--- config.mk ---
export PLATFORM = sky130hd
export DESIGN_NAME = serial_add_ctrl_flat
export DESIGN_NICKNAME = d
export VERILOG_FILES = /design/src/rtl/serial_add_ctrl_if.sv /design/src/rtl/serial_add_ctrl.sv /design/src/flat_wrapper.sv
export SDC_FILE = /design/constraint.sdc
export NUM_CORES = 1
export LEC_CHECK = 0
export CAP_MARGIN = 5
export CORE_UTILIZATION = 50
export CTS_BUF_LIST = sky130_fd_sc_hd__clkbuf_4 sky130_fd_sc_hd__clkbuf_8
export CTS_CLUSTER_DIAMETER = 40
export DETAILED_ROUTE_END_ITERATION = 10
export DONT_BUFFER_PORTS = 1
export SLEW_MARGIN = 20
export SYNTH_ARGS = -nofsm -noshare
export SYNTH_HDL_FRONTEND = slang
export SYNTH_HIERARCHICAL = 1
export SYNTH_SLANG_ARGS = --single-unit
--- constraint.sdc ---
create_clock -name clk -period 2 [get_ports clk]
set_input_delay 0.3 -clock clk [delete_from_list [all_inputs] [get_ports clk]]
set_output_delay 0.3 -clock clk [all_outputs]
set_load 0.1 [all_outputs]
--- src/rtl/serial_add_ctrl_if.sv ---
// rtl/serial_add_ctrl_if.sv - host handshake and operand/result bundle for serial_add_ctrl
interface serial_add_ctrl_if #(
    parameter int WIDTH = 8
);
    logic             start;
    logic             sub;
    logic [WIDTH-1:0] a;
    logic [WIDTH-1:0] b;
    logic             ready;
    logic             busy;
    logic             done;
    logic [WIDTH-1:0] sum;
    logic             cout;
    logic             ovf;

    modport master (
        output start, sub, a, b,
        input  ready, busy, done, sum, cout, ovf
    );

    modport slave (
        input  start, sub, a, b,
        output ready, busy, done, sum, cout, ovf
    );
endinterface

--- src/rtl/serial_add_ctrl.sv ---
// rtl/serial_add_ctrl.sv - bit-serial add/subtract sequencer around a two-half-adder cell
module half_adder (
    input  logic x,
    input  logic y,
    output logic C,
    output logic S
);
    assign S = x ^ y;
    assign C = x & y;
endmodule

module serial_add_ctrl #(
    parameter int WIDTH = 8
) (
    input  logic              clk,
    input  logic              rst_n,
    serial_add_ctrl_if.slave  bus
);
    localparam int CW = $clog2(WIDTH);

    typedef enum logic [1:0] {
        S_IDLE,
        S_RUN,
        S_DONE
    } state_t;

    state_t           state_q, state_d;
    logic [WIDTH-1:0] a_sh_q, a_sh_d;
    logic [WIDTH-1:0] b_sh_q, b_sh_d;
    logic [WIDTH-2:0] res_q, res_d;
    logic [WIDTH-1:0] sum_q, sum_d;
    logic             carry_q, carry_d;
    logic             cout_q, cout_d;
    logic             ovf_q, ovf_d;
    logic [CW-1:0]    cnt_q, cnt_d;

    logic             p, g, s, t, c_next;
    logic [WIDTH-1:0] full;

    // Full-adder cell: propagate/generate from the operand bits, then fold in the carry.
    half_adder u_ha0 (.x(a_sh_q[0]), .y(b_sh_q[0]), .C(g), .S(p));
    half_adder u_ha1 (.x(p),         .y(carry_q),   .C(t), .S(s));

    assign c_next = g | t;
    assign full   = {s, res_q};

    always_ff @(posedge clk or negedge rst_n) begin
        if (!rst_n) begin
            state_q <= S_IDLE;
            a_sh_q  <= '0;
            b_sh_q  <= '0;
            res_q   <= '0;
            sum_q   <= '0;
            carry_q <= 1'b0;
            cout_q  <= 1'b0;
            ovf_q   <= 1'b0;
            cnt_q   <= '0;
        end else begin
            state_q <= state_d;
            a_sh_q  <= a_sh_d;
            b_sh_q  <= b_sh_d;
            res_q   <= res_d;
            sum_q   <= sum_d;
            carry_q <= carry_d;
            cout_q  <= cout_d;
            ovf_q   <= ovf_d;
            cnt_q   <= cnt_d;
        end
    end

    always_comb begin
        state_d = state_q;
        a_sh_d  = a_sh_q;
        b_sh_d  = b_sh_q;
        res_d   = res_q;
        sum_d   = sum_q;
        carry_d = carry_q;
        cout_d  = cout_q;
        ovf_d   = ovf_q;
        cnt_d   = cnt_q;
        case (state_q)
            S_IDLE: begin
                if (bus.start) begin
                    // Subtraction is a + ~b + 1: invert B and seed the carry.
                    a_sh_d  = bus.a;
                    b_sh_d  = bus.sub ? ~bus.b : bus.b;
                    carry_d = bus.sub;
                    cnt_d   = '0;
                    state_d = S_RUN;
                end
            end
            S_RUN: begin
                a_sh_d  = a_sh_q >> 1;
                b_sh_d  = b_sh_q >> 1;
                carry_d = c_next;
                cnt_d   = cnt_q + CW'(1);
                res_d   = full[WIDTH-1:1];
                if (cnt_q == CW'(WIDTH - 1)) begin
                    // carry_q here is the carry into the MSB stage.
                    sum_d   = full;
                    cout_d  = c_next;
                    ovf_d   = c_next ^ carry_q;
                    state_d = S_DONE;
                end
            end
            S_DONE: begin
                state_d = S_IDLE;
            end
            default: begin
                state_d = S_IDLE;
            end
        endcase
    end

    assign bus.ready = (state_q == S_IDLE);
    assign bus.busy  = (state_q == S_RUN);
    assign bus.done  = (state_q == S_DONE);
    assign bus.sum   = sum_q;
    assign bus.cout  = cout_q;
    assign bus.ovf   = ovf_q;
endmodule

--- src/flat_wrapper.sv ---
// flat-port wrapper written by rule: the top's interface ports become plain ports
module serial_add_ctrl_flat 
#(
    parameter int WIDTH = 8
)
  (clk, rst_n, bus_start, bus_sub, bus_a, bus_b, bus_ready, bus_busy, bus_done, bus_sum, bus_cout, bus_ovf);
  serial_add_ctrl_if #(.WIDTH(WIDTH)) bus_i ();
  input  logic clk;
  input  logic rst_n;
  input wire logic [$bits(bus_i.start)-1:0] bus_start;
  input wire logic [$bits(bus_i.sub)-1:0] bus_sub;
  input wire logic [$bits(bus_i.a)-1:0] bus_a;
  input wire logic [$bits(bus_i.b)-1:0] bus_b;
  output wire logic [$bits(bus_i.ready)-1:0] bus_ready;
  output wire logic [$bits(bus_i.busy)-1:0] bus_busy;
  output wire logic [$bits(bus_i.done)-1:0] bus_done;
  output wire logic [$bits(bus_i.sum)-1:0] bus_sum;
  output wire logic [$bits(bus_i.cout)-1:0] bus_cout;
  output wire logic [$bits(bus_i.ovf)-1:0] bus_ovf;
  assign bus_i.start = bus_start;
  assign bus_i.sub = bus_sub;
  assign bus_i.a = bus_a;
  assign bus_i.b = bus_b;
  assign bus_ready = bus_i.ready;
  assign bus_busy = bus_i.busy;
  assign bus_done = bus_i.done;
  assign bus_sum = bus_i.sum;
  assign bus_cout = bus_i.cout;
  assign bus_ovf = bus_i.ovf;
  serial_add_ctrl #(.WIDTH(WIDTH)) u_core (.clk(clk), .rst_n(rst_n), .bus(bus_i));
endmodule
==> impl_metrics.toml <==
[worst_hold_path]
hp-start = "bus_start"
hold_path_class = "in -> reg"

[cts]
cts_buffers = 5
cts.sinks = 39
clkTransAtPathRegs_ns = 0.11
postCtsSetupBuffers = 0
clockRootBuffer = "clkbuf_4"
cts_buffer_depth = 2
tritoncts = "yes"
htreeDepth = 2
ctsResizeCount = 0
clk_latency_ns = 0.34

[sta]
tightest_slew_ns = 0.890
rsz0062_at_grt = "false"
skew_ns = 0.00372
finalCriticalPeriod_ns = 1.87
fin_crit_sh = 0.937
setup_violations = 0
fin_setup_tns_ns = 0
slew_violations = 0
max_freq_ghz = 0.534
holdWs_ns = 0.129
hold_viol_final = 0
slew_headroom = 0.407

[synth]
synth.avg_cell_area_sq_um = 11.3
synthesis.nets = 186
synth_cell_type_count = 34
syn_area_sq_mm = 0.00183
seq_area_frac_synth = 0.534
synthCells = 162
yosysWarnings = 6
synth_seq_cells = 39

[place]
port_buffers = 0
place_congestion = 0.701
placed_area_sq_mm = 0.00193
dpl.hpwl_um = 2160

[global_routing]
grt_pass1_wl_um = 5660
antenna_found_initial = 0
grt_max_degree = 40
grt.overflow.total = 0
grt_util_all_layers = 0.186
grt_pass1_vias = 1157

[route]
routed_wl_um = 3230
antenna_left = 0
drc = 0
drt-wirelength-per-cell_um = 14.6
vias = 1180
first_iter_violations = 39
drtPass1Iterations = 4
viasPerCell = 5.34

[layout]
diodes = 0
final_cell_mix = "dfrtp_1, nand2_1, buf_4"
final_area_sq_mm = 0.00202
n_fill_cell = 314
area_delta_synth_final_pct = 10.5
fin_nets = 198
drive_gt1_frac = 0.217
layout_commonest_cell = "dfrtp_1"

[die]
die_y_um = 62.5
die_area_sq_mm = 0.00390
core_area_sq_mm = 0.00342
die_w_um = 62.5
pin_count = 33
row_count = 21
start_util = 0.536

[outcome]
status = "finished, final reports clean"

[setup_path]
r2r_cells = 4
required_ns = 1.70
worst_ep_arrival_time_ns = 1.57
r2r_end = "u_core/bus.sum[3]$_DFFE_PN0P_"
timing.reg2reg.setup_slack_ns = 0.41
cp-startpoint = "u_core/state_q[1]$_DFFE_PN0P_"
cp-end-kind = "primary output"
cp-start-kind = "flop"
regToRegStartpoint = "u_core/cnt_q[0]$_DFFE_PN0P_"
crit_end = "bus_done"
critPathMaxFanout = 12
worstSetupPathType = "reg -> out"

[power_and_ir_drop]
p_leak_nw = 0.946
ir_drop_mv = 0.875
power.total_mw = 3.58
power-per-cell-area_mw_per_mm2 = 1770

[run]
cap_violations = 0
[sequential cells by signal, indices dropped and copies added, names as in the netlist]
signal	flops
u_core/bus.ovf	1
u_core/a_sh_q	8
u_core/carry_q	1
u_core/bus.sum	8
u_core/bus.cout	1
u_core/cnt_q	3
u_core/state_q	2
u_core/b_sh_q	8
u_core/res_q	7
[worst min-delay path by stage]
stage	slack [ns]	depth (start not counted)	end
global route	0.11	1	u_core/a_sh_q[7]$_DFFE_PN0P_
CTS	0.11	1	u_core/a_sh_q[7]$_DFFE_PN0P_
detailed placement	0.005	0	u_core/bus.sum[1]$_DFFE_PN0P_
floorplan	0.004	0	u_core/a_sh_q[0]$_DFFE_PN0P_
global placement	0.005	0	u_core/res_q[0]$_DFFE_PN0P_
finish	0.13	1	u_core/a_sh_q[7]$_DFFE_PN0P_
[cells by family (layout without fill, tap and decap cells)]
kind of cell             count (synthesis)  count (layout)  synth area share
buffers and inverters                   14              27            0.0492
adder cells (fa/ha/maj)                  4               4            0.0274
multiplexers                             8               8            0.0492
XOR/XNOR                                 9               9            0.0534
AND/OR/NAND/NOR                         54              54             0.142
AO/OA/AOI/OAI                           34              34             0.146
flip-flops                              39              39             0.534
[critical path, stage by stage (launching register included)]
cell     delay [ns]
dfrtp_1        0.55
buf_4          0.24
nor2b_2        0.15
buf_4          0.29
[synth_stat cells]
library cell	count	share of area
clkbuf_1	1	0.0021
o21ai_0	1	0.0027
xnor2_4	1	0.015
xnor2_1	7	0.034
a22oi_1	7	0.029
o21a_1	1	0.0041
a22o_1	2	0.0096
a21oi_1	3	0.0082
buf_6	2	0.012
or3b_1	1	0.0048
a32o_1	1	0.0055
dfrtp_1	39	0.53
nor2b_1	1	0.0034
nor2_4	1	0.0062
xor2_1	1	0.0048
nand3b_2	1	0.0062
buf_2	3	0.0082
inv_2	1	0.0021
nand2_1	38	0.078
nor2_1	3	0.0062
mux2_1	8	0.049
clkbuf_2	1	0.0027
a221o_1	1	0.0055
inv_1	1	0.0021
o211ai_2	6	0.041
nand2b_1	1	0.0034
ha_1	4	0.027
buf_4	4	0.016
o21bai_4	1	0.010
inv_4	1	0.0034
nor3b_1	1	0.0041
nor2b_2	1	0.0048
o21ai_1	11	0.030
nand3b_1	6	0.025
[where the power goes]
part | leakage, nW | internal, mW | switching [mW]
registers | 0.502 | 1.11 | 0.271
clock network | 0.0361 | 0.164 | 0.240
logic | 0.408 | 0.537 | 1.25
total | 0.946 | 1.81 | 1.77
[per-stage QoR]
step,instances,setup slack [ns],util
6_report,221,0.126,0.592
5_1_grt,221,0.0598,0.592
2_1_floorplan,162,0.0502,-
4_1_cts,221,0.107,0.592
3_3_place_gp,211,0.473,0.566
3_5_place_dp,211,0.406,0.566
[area by class of cell]
class / instances / area [sq um] / share of cell area
clock buffers: 7 / 52.6 / 0.0260
inverters: 3 / 13.8 / 0.00681
flip-flops and latches: 39 / 976 / 0.483
well taps: 46 / 57.6 / 0.0285
repair buffers: 16 / 148 / 0.0731
multi-input cells: 109 / 768 / 0.380
clock inverters: 1 / 5.00 / 0.00248
[repair_timing]
| item | in CTS | in global routing |
|---|---|---|
| endpoints found under the hold margin | 39 | 0 |
| hold buffers | 2 | 0 |
| endpoints found under the setup margin | 0 | 0 |
[per-layer routing]
| metal | global-route usage | wire length [um] | vias to the layer above | share of wire |
|---|---|---|---|---|
| met3 | 0.0675 | 204 | 6 | 0.063 |
| met2 | 0.277 | 1540 | 36 | 0.48 |
| met5 | 0 | 0 | - | 0 |
| met1 | 0.252 | 1440 | 561 | 0.45 |
| met4 | 0.0610 | 46 | 0 | 0.014 |
| li1 | - | - | 577 | - |
Power figures use the tool's default switching activity.
